--- src/rtl/control_sequencer.sv ---
// Hard-wired control unit: fetch (T0-T2) plus per-opcode execute steps (T3-T7),
// with control outputs decoded combinationally from the present state and IR.
module control_sequencer (
  input  logic        Clock,
  input  logic        clear,
  input  logic [31:0] IR,
  input  logic        CON_FF,
  output logic        PCout,
  output logic        Zlowout,
  output logic        Zhighout,
  output logic        HIout,
  output logic        LOout,
  output logic        MDRout,
  output logic        In_Portout,
  output logic        Cout,
  output logic        Rout,
  output logic        Baout,
  output logic        MARin,
  output logic        MDRin,
  output logic        IRin,
  output logic        Yin,
  output logic        Zin,
  output logic        PCin,
  output logic        HIin,
  output logic        LOin,
  output logic        r_in,
  output logic        CONin,
  output logic        outPortenable,
  output logic        Gra,
  output logic        Grb,
  output logic        Grc,
  output logic        IncPC,
  output logic        Read,
  output logic        Write,
  output logic [4:0]  operation,
  output logic        Run
);

  typedef enum logic [3:0] {
    S_RESET, S_T0, S_T1, S_T2, S_T3, S_T4, S_T5, S_T6, S_T7, S_HALTED
  } state_t;

  typedef enum logic [4:0] {
    OP_LDW, OP_LDWI, OP_STW, OP_ADD, OP_SUB, OP_SHR, OP_SHL, OP_ROR, OP_ROL,
    OP_AND, OP_OR, OP_ADDI, OP_ANDI, OP_ORI, OP_MUL, OP_DIV, OP_NEG, OP_NOT,
    OP_BRANCH, OP_JR, OP_JAL, OP_IN, OP_OUT, OP_MFHI, OP_MFLO, OP_NOP, OP_HALT
  } opcode_t;

  state_t  state, next_state;
  opcode_t opc;
  logic    last;

  assign opc = opcode_t'(IR[31:27]);

  always_ff @(posedge Clock or negedge clear) begin
    if (!clear) state <= S_RESET;
    else        state <= next_state;
  end

  always_comb begin
    {PCout, Zlowout, Zhighout, HIout, LOout, MDRout, In_Portout, Cout, Rout, Baout} = '0;
    {MARin, MDRin, IRin, Yin, Zin, PCin, HIin, LOin, r_in, CONin, outPortenable} = '0;
    {Gra, Grb, Grc, IncPC, Read, Write} = '0;
    operation  = OP_ADD;
    Run        = 1'b1;
    last       = 1'b0;
    next_state = state;

    case (state)
      S_RESET: begin
        operation  = '0;
        next_state = S_T0;
      end
      S_HALTED: begin
        operation = '0;
        Run       = 1'b0;
      end
      S_T0: begin
        {PCout, MARin, IncPC, Zin} = '1;
        next_state = S_T1;
      end
      S_T1: begin
        {Zlowout, PCin, Read, MDRin} = '1;
        next_state = S_T2;
      end
      S_T2: begin
        {MDRout, IRin} = '1;
        // nop, halt and every opcode past mflo have no execute steps
        if (IR[31:27] == OP_HALT)     next_state = S_HALTED;
        else if (IR[31:27] > OP_MFLO) next_state = S_T0;
        else                          next_state = S_T3;
      end
      S_T3, S_T4, S_T5, S_T6, S_T7: begin
        // Opcode is re-decoded every step; a step with no listed action ends the instruction
        case (opc)
          OP_LDW, OP_LDWI, OP_STW: begin
            case (state)
              S_T3: {Grb, Baout, Yin} = '1;
              S_T4: {Cout, Zin} = '1;
              S_T5: begin
                Zlowout = 1'b1;
                if (opc == OP_LDWI) begin
                  {Gra, r_in} = '1;
                  last = 1'b1;
                end else begin
                  MARin = 1'b1;
                end
              end
              S_T6: begin
                if (opc == OP_LDW)      {Read, MDRin} = '1;
                else if (opc == OP_STW) {Gra, Rout, MDRin} = '1;
                else                    last = 1'b1;
              end
              default: begin
                if (state == S_T7 && opc == OP_LDW)      {MDRout, Gra, r_in} = '1;
                else if (state == S_T7 && opc == OP_STW) Write = 1'b1;
                last = 1'b1;
              end
            endcase
          end
          OP_ADD, OP_SUB, OP_SHR, OP_SHL, OP_ROR, OP_ROL, OP_AND, OP_OR,
          OP_ADDI, OP_ANDI, OP_ORI: begin
            case (state)
              S_T3: {Grb, Rout, Yin} = '1;
              S_T4: begin
                Zin       = 1'b1;
                operation = IR[31:27];
                if (opc inside {OP_ADDI, OP_ANDI, OP_ORI}) Cout = 1'b1;
                else                                       {Grc, Rout} = '1;
              end
              S_T5: begin
                {Zlowout, Gra, r_in} = '1;
                last = 1'b1;
              end
              default: last = 1'b1;
            endcase
          end
          OP_MUL, OP_DIV: begin
            case (state)
              S_T3: {Gra, Rout, Yin} = '1;
              S_T4: begin
                {Grb, Rout, Zin} = '1;
                operation = IR[31:27];
              end
              S_T5: {Zlowout, LOin} = '1;
              S_T6: begin
                {Zhighout, HIin} = '1;
                last = 1'b1;
              end
              default: last = 1'b1;
            endcase
          end
          OP_NEG, OP_NOT: begin
            case (state)
              S_T3: begin
                {Grb, Rout, Zin} = '1;
                operation = IR[31:27];
              end
              S_T4: begin
                {Zlowout, Gra, r_in} = '1;
                last = 1'b1;
              end
              default: last = 1'b1;
            endcase
          end
          OP_BRANCH: begin
            case (state)
              S_T3: {Gra, Rout, CONin} = '1;
              S_T4: {PCout, Yin} = '1;
              S_T5: {Cout, Zin} = '1;
              S_T6: begin
                Zlowout = 1'b1;
                PCin    = CON_FF;
                last    = 1'b1;
              end
              default: last = 1'b1;
            endcase
          end
          OP_JAL: begin
            case (state)
              S_T3: {PCout, Grb, r_in} = '1;
              S_T4: begin
                {Gra, Rout, PCin} = '1;
                last = 1'b1;
              end
              default: last = 1'b1;
            endcase
          end
          OP_JR, OP_IN, OP_OUT, OP_MFHI, OP_MFLO: begin
            if (state == S_T3) begin
              Gra = 1'b1;
              case (opc)
                OP_JR:   {Rout, PCin} = '1;
                OP_IN:   {In_Portout, r_in} = '1;
                OP_OUT:  {Rout, outPortenable} = '1;
                OP_MFHI: {HIout, r_in} = '1;
                default: {LOout, r_in} = '1;
              endcase
            end
            last = 1'b1;
          end
          default: last = 1'b1;
        endcase

        if (last) next_state = S_T0;
        else begin
          case (state)
            S_T3:    next_state = S_T4;
            S_T4:    next_state = S_T5;
            S_T5:    next_state = S_T6;
            S_T6:    next_state = S_T7;
            default: next_state = S_T0;
          endcase
        end
      end
      default: next_state = S_RESET;
    endcase
  end

endmodule
--- config.mk ---
export PLATFORM = sky130hd
export DESIGN_NAME = control_sequencer
export DESIGN_NICKNAME = d
export VERILOG_FILES = /design/src/rtl/control_sequencer.sv
export SDC_FILE = /design/constraint.sdc
export NUM_CORES = 1
export LEC_CHECK = 0
export ABC_AREA = 1
export CAP_MARGIN = 20
export CORE_UTILIZATION = 30
export DETAILED_ROUTE_END_ITERATION = 16
export PLACE_DENSITY = 0.68
export SLEW_MARGIN = 20
export SYNTH_ARGS = -nofsm -noshare
export SYNTH_HDL_FRONTEND = slang
export SYNTH_SLANG_ARGS = --single-unit
--- constraint.sdc ---
create_clock -name Clock -period 2.84 [get_ports Clock]
set_input_delay 0.568 -clock Clock [delete_from_list [all_inputs] [get_ports Clock]]
set_output_delay 0.568 -clock Clock [all_outputs]
set_load 0.005 [all_outputs]
==> run metrics, run 1 <==
Final ANT Viol Nets=0; Cells after Synth=about 190; total grt overflow=0; vias in the first global route=1,391; Diodes inserted=0; Die Wd=a little under 60 microns; Pwr Total=between 0.9 and 1 mW; worst vdd ir=roughly 250 uV; mapped cell area=~950 sq um; fin crit share=94.0%; relative slew slack=approximately 72%; Lkg Pwr=around 0.84 nW; switching share of total power=46.6%; Num CTS Buffers=3; mean post-synth cell area=5.02 sq um; critical path fanouts, max=8; drt first pass iters=4; CTS root buf=clkbuf_4; Comb pwr share=81.3%; dominant synthesized flop cell=dfrtp_1; CP delay by family, top=buffers and inverters; Post-synth EDFFs=0; CP max stage cell=clkdlybuf4s50_1; most frequent cell after synthesis=nand2_1; sequential area share after synthesis=a little over a tenth; Yosys warning total=0; sequential share of power=between 10% and 20%; CTS Buffer Depth=2; worst endpoint required time=2.27 ns; max reg flops=4; Core Rows=20; commonest cells in the netlist=50 x nand2_1, 32 x nor2_1, 27 x inv_1, 22 x nand3_1, 13 x o21ai_0; crit path time final=roughly 2.7 ns; clk slew on worst S/H paths=~0.040 ns; Clock Sinks=4; CORE AREA=0.00303 sq mm; Starting Density=a little under a third; DRC Markers=0; Worst-Margin Slew=approximately 0.42 ns; Syn-to-layout area delta=81.4%; unrepaired setup endpoints after global routing=no; IO Pins=68; Buf+Inv Stages, Crit Path=3; final setup violation count=0; largest register by flop count=state; fin nets=around 300; H-tree Lvls=1; PD cells=roughly 580 mW/mm^2; Setup Crit Path Kind=flop to output port; Psw=between 0.4 and 0.5 mW; post-synthesis mux area share=0%; CP cell instances=inv_1 > nand2_4 > nor2_1 > inv_1 > nor2_1 > o21ai_0 > nand4_1 > clkdlybuf4s50_1; top cell type by total area after synthesis=nand2_1; gr usage total=between 20 and 25%; WL final=between 3000 and 4000 microns; CP endpoint kind=output port; number of vias per cell=between 4 and 5; post-synthesis register bit count=4; Setup Skew=roughly 0.0017 ns; top-area cell type share of the netlist area=19.8%; Post-synth ARST share=100%; startpoint types=flop; Syn Nets=224; total of max-cap violations=0; Synth area leaders=nand2_1 20%, nor2_1 13%, nand3_1 12%; largest family of logic cells by synthesized area=simple AND/OR/NAND/NOR gates; setup ws final=about 0.17 ns; die area=~0.0034 sq mm; Adder-Cell Fraction of Synth Area=0%; Fin. Hold Viols=0; post-synth cell types=25; clock network fraction of design power=a little over 7%; Post-Place Setup Slack=-0.341 ns; dpl hpwl=2960 microns; highest attainable clock frequency=~0.37 GHz; HP Class=input pin to async pin; I/O Buffers=40; Die Ht=between 50 and 60 microns; CTS tree=yes; initial antenna violation count=0; Regs by FF count=state (4); CP peak stage delay=around 0.5 ns; Final Max Tran Viols=0; routed vias=~1,500; Int Pwr=between 0.5 and 0.6 mW; Hold Buf Count CTS=0; simple-gate area share of the yosys netlist=about 60%; first-pass GRT wire length=5890 microns; status=completed; insertion delay to the later sink of the worst-skew pair=0.23 ns; share of layout cells above drive strength 1=about 29%; WL/cell=approximately 12 microns; Final GP Congestion=0.947; post-synthesis xor/xnor area fraction=0%; pin count of the biggest net entering global routing=9; Worst Path Arrival=between 2 and 2.5 ns; Synth Area in Compound Gates=14.5%; postcts setup bufs=0; Starting DRT DRC Count=slightly below 70
## placed cells by master (no fill, tap or decap), types with 3 or more instances in the layout
cell type / n
buf_2: 3
buf_4: 38
clkbuf_4: 3
clkdlybuf4s50_1: 35
dfrtp_1: 4
inv_1: 25
inv_2: 5
nand2_1: 48
nand2_2: 3
nand3_1: 20
nand4_1: 5
nor2_1: 24
nor2_2: 12
nor3_1: 6
o21ai_0: 11
## per-layer routing
metal | wire length [microns] | vias up | global-route usage [%]
met2 | 1750 | 42 | 36.5
met4 | 29 | 0 | 8.50
met3 | 152 | 3 | 0.893
met1 | 1730 | 669 | 30.2
li1 | - | 770 | -
met5 | 0 | - | 0
## final timing paths
kind	from	endpoint	slack (ns)	depth (start not counted)
max	state[3]	Gra	0.17	8
min	clear	state[1]	0.53	1
max reg2reg	state[3]	state[0]	1.25	11
min reg2reg	state[3]	state[0]	0.67	3
max in group asynchronous	clear	state[0]	2.14	1
min in group Clock	state[3]	state[0]	0.67	3
## stage by stage
step / cell area, sq um / hold WS, ns / cells / utilization, % / TNS, ns
2_1_floorplan: 950 / 0.272 / 189 / - / 0
3_3_place_gp: 1660 / 0.654 / 307 / 54.9 / -6.13
3_5_place_dp: 1660 / 0.674 / 307 / 54.9 / -5.67
4_1_cts: 1710 / 0.525 / 310 / 56.5 / 0
5_1_grt: 1720 / 0.529 / 310 / 56.9 / 0
6_report: 1720 / 0.535 / 310 / 56.9 / 0
## power groups by stage
stage,registers (mW),clock network (mW),logic [mW]
after floorplan,0.104,0,0.386
final,0.115,0.0709,0.806
after detailed placement,0.111,0,0.783
after CTS,0.112,0.0763,0.791
after global placement,0.112,0,0.781
after global routing,0.118,0.0795,0.884
## worst reg2reg max path, cell delays in order, from the launching register on
cell     delay, ns
dfrtp_1       0.40
inv_1         0.10
nand2_4       0.09
inv_2         0.12
nand2_4       0.09
inv_1         0.09
buf_4         0.14
o21ai_2       0.06
nor2_2        0.14
nand3_1       0.09
nand2_1       0.07
nand3_1       0.06
## cells by family after synthesis
kind of cell,after synthesis
AND/OR/NAND/NOR,127
buffers and inverters,34
AO/OA/AOI/OAI,24
flip-flops,4
## what timing repair did
item,4_1_cts,5_1_grt
resized for setup,22,22
setup endpoints to repair,30,13
pin swaps,0,1
## area by class of cell
class	count	area, sq um
Clock buffer	3	22.5
Fill cell	316	1310
Inverter	30	113
Multi-Input combinational cell	151	772
Sequential cell	4	100
Tap cell	44	55.1
Timing Repair Buffer	78	661
Power figures use the tool's default switching activity.
==> run 2, diff against run 1 <==
--- a/config.mk
+++ b/config.mk
@@ -8,7 +8,7 @@
 export ABC_AREA = 1
 export CAP_MARGIN = 20
-export CORE_UTILIZATION = 30
+export CORE_UTILIZATION = 38
 export DETAILED_ROUTE_END_ITERATION = 16
-export PLACE_DENSITY = 0.68
+export PLACE_DENSITY = 0.84
 export SLEW_MARGIN = 20
 export SYNTH_ARGS = -nofsm -noshare
==> constraint.sdc (replaced) <==
create_clock -name Clock -period 2.84 [get_ports Clock]
set_input_delay 0.852 -clock Clock [delete_from_list [all_inputs] [get_ports Clock]]
set_output_delay 0.852 -clock Clock [all_outputs]
set_load 0.005 [all_outputs]
==> run metrics, run 2 (synthesis results as in run 1) <==
status=complete, but fails checks; failing checks=negative setup slack; gr usage total=38.9%; Int Pwr=between 0.4 and 0.5 mW; number of vias per cell=between 6 and 7; post-place instance area=~0.0017 sq mm; flop2flop setup slack=1.00 ns; Setup Crit Path Kind=input pin to output port; share of layout cells above drive strength 1=between 40% and 50%; total grt overflow=0; CP delay by family, top=simple AND/OR/NAND/NOR gates; Psw=just under 0.6 mW; CP cell instances=buf_8 > nand2_1 > inv_2 > nand2_2 > o21ai_2 > nor2_2 > nand3_2 > buf_4 > o21ai_0 > nand2_1 > nand2_1 > nand2_1 > dlygate4sd2_1; HP Class=flop to flop; most used cell, CP=nand2_1; Setup Skew=0.00840 ns; CP endpoint kind=output port; routed vias=2,055; CTS root buf=clkbuf_4; largest register by flop count=state; Comb pwr share=83.3%; total of max-cap violations=0; PD cells=roughly 530 mW/mm^2; Regs by FF count=state (4); CTS Buffer Depth=2; CORE AREA=0.00228 sq mm; max reg flops=4; fin nets=324; relative slew slack=72.4%; Worst-Margin Slew=a little over 0.4 ns; startpoint types=input pin; worst endpoint required time=roughly 2.0 ns; die area=between 0.002 and 0.003 sq mm; sequential share of power=between 10% and 20%; first-pass GRT wire length=7800 microns; WL final=6820 microns; Die Wd=52.0 microns; Hold Slack=about 0.7 ns; Buf+Inv Stages, Crit Path=4; post-route cell area=0.00206 sq mm; H-tree Lvls=1; Final GP Congestion=between 0.9 and 1; Pwr Total=about 1.1 mW; worst vdd ir=491 uV; pin count of the biggest net entering global routing=9; clk slew on worst S/H paths=0.04 ns; insertion delay to the later sink of the worst-skew pair=0.24 ns; WL/cell=21.6 microns; unrepaired setup endpoints after global routing=yes; Clock Sinks=4; most common cell after layout, fill and taps aside=buf_4; Diodes inserted=0; CP peak stage delay=0.27 ns; switching share of total power=between 50% and 60%; I/O Buffers=40; Starting Density=a little over two fifths; IO Pins=between 60 and 70; CP max stage cell=dlygate4sd2_1; highest attainable clock frequency=between 0.3 and 0.4 GHz; Num CTS Buffers=3; vias in the first global route=1,723; most frequent cells in the layout=57 x buf_4, 40 x nand2_1, 18 x nor2_1, 17 x inv_1; Die Ht=around 52 microns; critical path fanouts, max=8; fin crit share=117%; CTS tree=yes; final setup violation count=15; DRC Markers=0; crit path time final=3.32 ns; drt first pass iters=5; Syn-to-layout area delta=117%; clock network fraction of design power=6.7%; Starting DRT DRC Count=207; Final ANT Viol Nets=0; Worst Path Arrival=~2.5 ns; dpl hpwl=slightly above 3000 microns; Lkg Pwr=~1.2 nW; Fin. Hold Viols=0; Final Max Tran Viols=0; setup ws final=-0.479 ns; initial antenna violation count=0; Core Rows=17
## run 2: cell count changes in the layout (fill, tap and decap cells not counted), moves of 6 or more
| cell | before | now |
|---|---|---|
| clkbuf_2 | 2 | 8 |
| clkdlybuf4s50_1 | 35 | 6 |
| nand2_2 | 3 | 9 |
| nor2_4 | 1 | 10 |
| nand3_1 | 20 | 14 |
| buf_4 | 38 | 57 |
| dlygate4sd2_1 | 0 | 14 |
| nand2_1 | 48 | 40 |
| inv_1 | 25 | 17 |
| nor2_1 | 24 | 18 |
## run 2: tightest hold or removal path, delay by kind of cell, from the launching register on
kind,cells,cell delay [ns]
compound gates,1,0.10
simple gates,2,0.17
flops,1,0.39
## run 2: path summary, 6_finish.rpt
kind / depth (start not counted) / end / startpoint
min in group asynchronous: 1 / state[1] / clear
worst max-delay path: 13 / operation[1] / IR[30]
worst min-delay path: 3 / state[0] / state[2]
worst min register to register: 3 / state[0] / state[2]
worst max register to register: 10 / state[1] / state[3]
max in group asynchronous: 1 / state[2] / clear
## run 2: power by group through the flow
stage               sequential [mW]  combinational, mW  clock (mW)
detailed placement            0.108              0.804           0
CTS                           0.108              0.768      0.0704
global placement              0.106              0.797           0
finish                        0.109              0.905      0.0723
global route                  0.113              0.944      0.0708
floorplan                     0.104              0.386           0
## run 2: cell type report
type                    instances  area (sq um)
inverters                      30           125
multi-input cells             151           963
well taps                      28          35.0
repair buffers                 99           818
fillers                        94           211
clock buffers                   3          22.5
flip-flops and latches          4           100
## run 2: metrics by stage
| step | setup WS [ns] | cells | util, % | setup TNS [ns] |
|---|---|---|---|---|
| 2_1_floorplan | 0.204 | 189 | - | 0 |
| 3_3_place_gp | -0.895 | 297 | 74.2 | -22.21 |
| 3_5_place_dp | -0.907 | 297 | 74.2 | -22.39 |
| 4_1_cts | -0.191 | 306 | 82.2 | -0.912 |
| 5_1_grt | -0.534 | 315 | 90.7 | -2.70 |
| 6_report | -0.479 | 315 | 90.7 | -2.38 |
## run 2: routing by layer
layer  routed length (microns)  vias up  share of wire, %  GRT usage, %
met5                         0        -                 0             0
met4                       534        0               7.8          22.1
met3                      1060       85                16          3.51
met2                      2890      261                42          67.5
met1                      2330      892                34          46.1
li1                          -      817                 -             -
## run 2: repair_timing
action,in CTS,in global routing
endpoints found under the setup margin,30,20
setup buffers,6,9
pin swaps,10,9
resized for setup,104,62
hold buffers,0,0
==> run 3, diff against run 2 <==
ABC_CLOCK_PERIOD_IN_PS = 2840   (was default)
RECOVER_POWER = 50   (was default)
==> run metrics, run 3 (synthesis results as in run 1) <==
status=complete, but fails checks; failing checks=negative setup slack; Int Pwr=~0.5 mW; sequential share of power=between 10 and 15%; WL final=about 6900 microns; Final Util=approximately nine tenths; Routed met3 length=between 1000 and 1500 microns; met1 wire length=roughly 2400 microns; Comb pwr share=~83%; most common cell after layout, fill and taps aside=buf_4; CP delay by family, top=simple AND/OR/NAND/NOR gates; worst vdd ir=roughly 490 uV; crit path time final=between 3 and 4 ns; Psw=just under 0.6 mW; Lkg Pwr=roughly 1.2 nW; most frequent cells in the layout=56 x buf_4, 40 x nand2_1, 18 x nor2_1, 17 x inv_1; Die Wd=slightly above 50 microns; Worst-Margin Slew=between 0.4 and 0.5 ns; final setup violation count=16; worst endpoint required time=1.99 ns; H-tree Lvls=1; Regs by FF count=state (4); clock network fraction of design power=approximately 6.6%; total of max-cap violations=0; routed vias=a little over 2,000; Setup Crit Path Kind=input pin to output port; DRC Markers=0; Setup Skew=between 0.005 and 0.006 ns; Die Ht=between 50 and 60 microns; Starting Density=about two fifths; total grt overflow=0; insertion delay to the later sink of the worst-skew pair=approximately 0.24 ns; relative slew slack=between 70% and 80%; clk slew on worst S/H paths=~0.040 ns; WL/cell=around 22 microns; gr usage total=roughly 39%; first-pass GRT wire length=about 7800 microns; Starting DRT DRC Count=roughly 200; Top Metal Used=met4; Worst Path Arrival=between 2 and 2.5 ns; startpoint types=input pin; CP max stage cell=dlygate4sd2_1; switching share of total power=roughly 55%; Final ANT Viol Nets=0; CORE AREA=0.00228 sq mm; max reg flops=4; die area=between 0.002 and 0.003 sq mm; Diodes inserted=0; largest register by flop count=state; dpl hpwl=3020 microns; initial antenna violation count=0; fin crit share=117%; Final GP Congestion=~0.94; critical path fanouts, max=8; CTS root buf=clkbuf_4; met2 WL=roughly 2900 microns; number of vias per cell=around 6.5; Core Rows=17; most used cell, CP=nand2_1; setup ws final=-0.484 ns; Fin Setup TNS=-2.32 ns; share of layout cells above drive strength 1=48.4%; CP peak stage delay=0.27 ns; HP Class=flop to flop; CTS tree=yes; Clock Sinks=4; CP endpoint kind=output port; unrepaired setup endpoints after global routing=yes; PD cells=about 530 mW/mm^2; drt first pass iters=10; Final Max Tran Viols=0; CTS Buffer Depth=2; Hold Buf Count CTS=0; I/O Buffers=40; highest attainable clock frequency=around 0.3 GHz; pin count of the biggest net entering global routing=9; Num CTS Buffers=3; IO Pins=68; fin nets=324; vias in the first global route=1,723; CP cell instances=buf_8 > nand2_1 > inv_2 > nand2_2 > o21ai_2 > nor2_2 > nand3_2 > buf_4 > o21ai_0 > nand2_1 > nand2_1 > nand2_1 > dlygate4sd2_1; Syn-to-layout area delta=117%; Buf+Inv Stages, Crit Path=4; Fin. Hold Viols=0
run 3: repair_timing:
item | CTS | global route
pin swaps | 10 | 9
endpoints found under the setup margin | 30 | 20
resized for setup | 104 | 62
buffers inserted | 6 | 9
run 3: worst min-delay path: cells and delay by family (launching register included):
family | cells | cell delay, ns
AOI/OAI and AO/OA | 1 | 0.09
DFF | 1 | 0.37
and+or+nand+nor | 2 | 0.17
run 3: power groups by stage:
stage,registers (mW),clock network [mW],logic (mW)
2_1_floorplan,0.104,0,0.386
3_3_place_gp,0.106,0,0.797
3_5_place_dp,0.108,0,0.804
4_1_cts,0.108,0.0704,0.768
5_1_grt,0.113,0.0708,0.943
6_report,0.110,0.0712,0.902
run 3: worst paths after layout:
kind                          start      endpoint  slack (ns)  cells after the start
min in group asynchronous     clear      state[1]        0.88                      1
max in group asynchronous     clear      state[2]        1.79                      1
min                        state[3]      state[0]        0.68                      3
max                          IR[30]  operation[1]       -0.48                     13
max reg2reg                state[3]      state[1]        1.02                     10
min reg2reg                state[3]      state[0]        0.68                      3
run 3: area by class of cell:
type,count,area (sq um)
clock buffer,3,22.5
fill,96,215
inverter,30,125
multi-input combinational,151,963
sequential,4,100
tap,28,35.0
timing repair buffer,99,815
run 3: per-stage QoR:
step           cell area, sq um  setup WS (ns)  cells  hold slack, ns  power (mW)
3_3_place_gp               1690         -0.895    297           0.660       0.903
6_report                   2060         -0.484    315           0.682        1.08
5_1_grt                    2060         -0.534    315           0.742        1.13
2_1_floorplan               950          0.204    189           0.556       0.490
4_1_cts                    1870         -0.191    306           0.675       0.946
3_5_place_dp               1690         -0.907    297           0.674       0.912
run 3: layer usage:
layer	vias to the layer above	global-route usage (%)
met3	89	3.51
met1	900	46.1
li1	815	-
met4	0	22.1
met2	247	67.5
met5	-	0
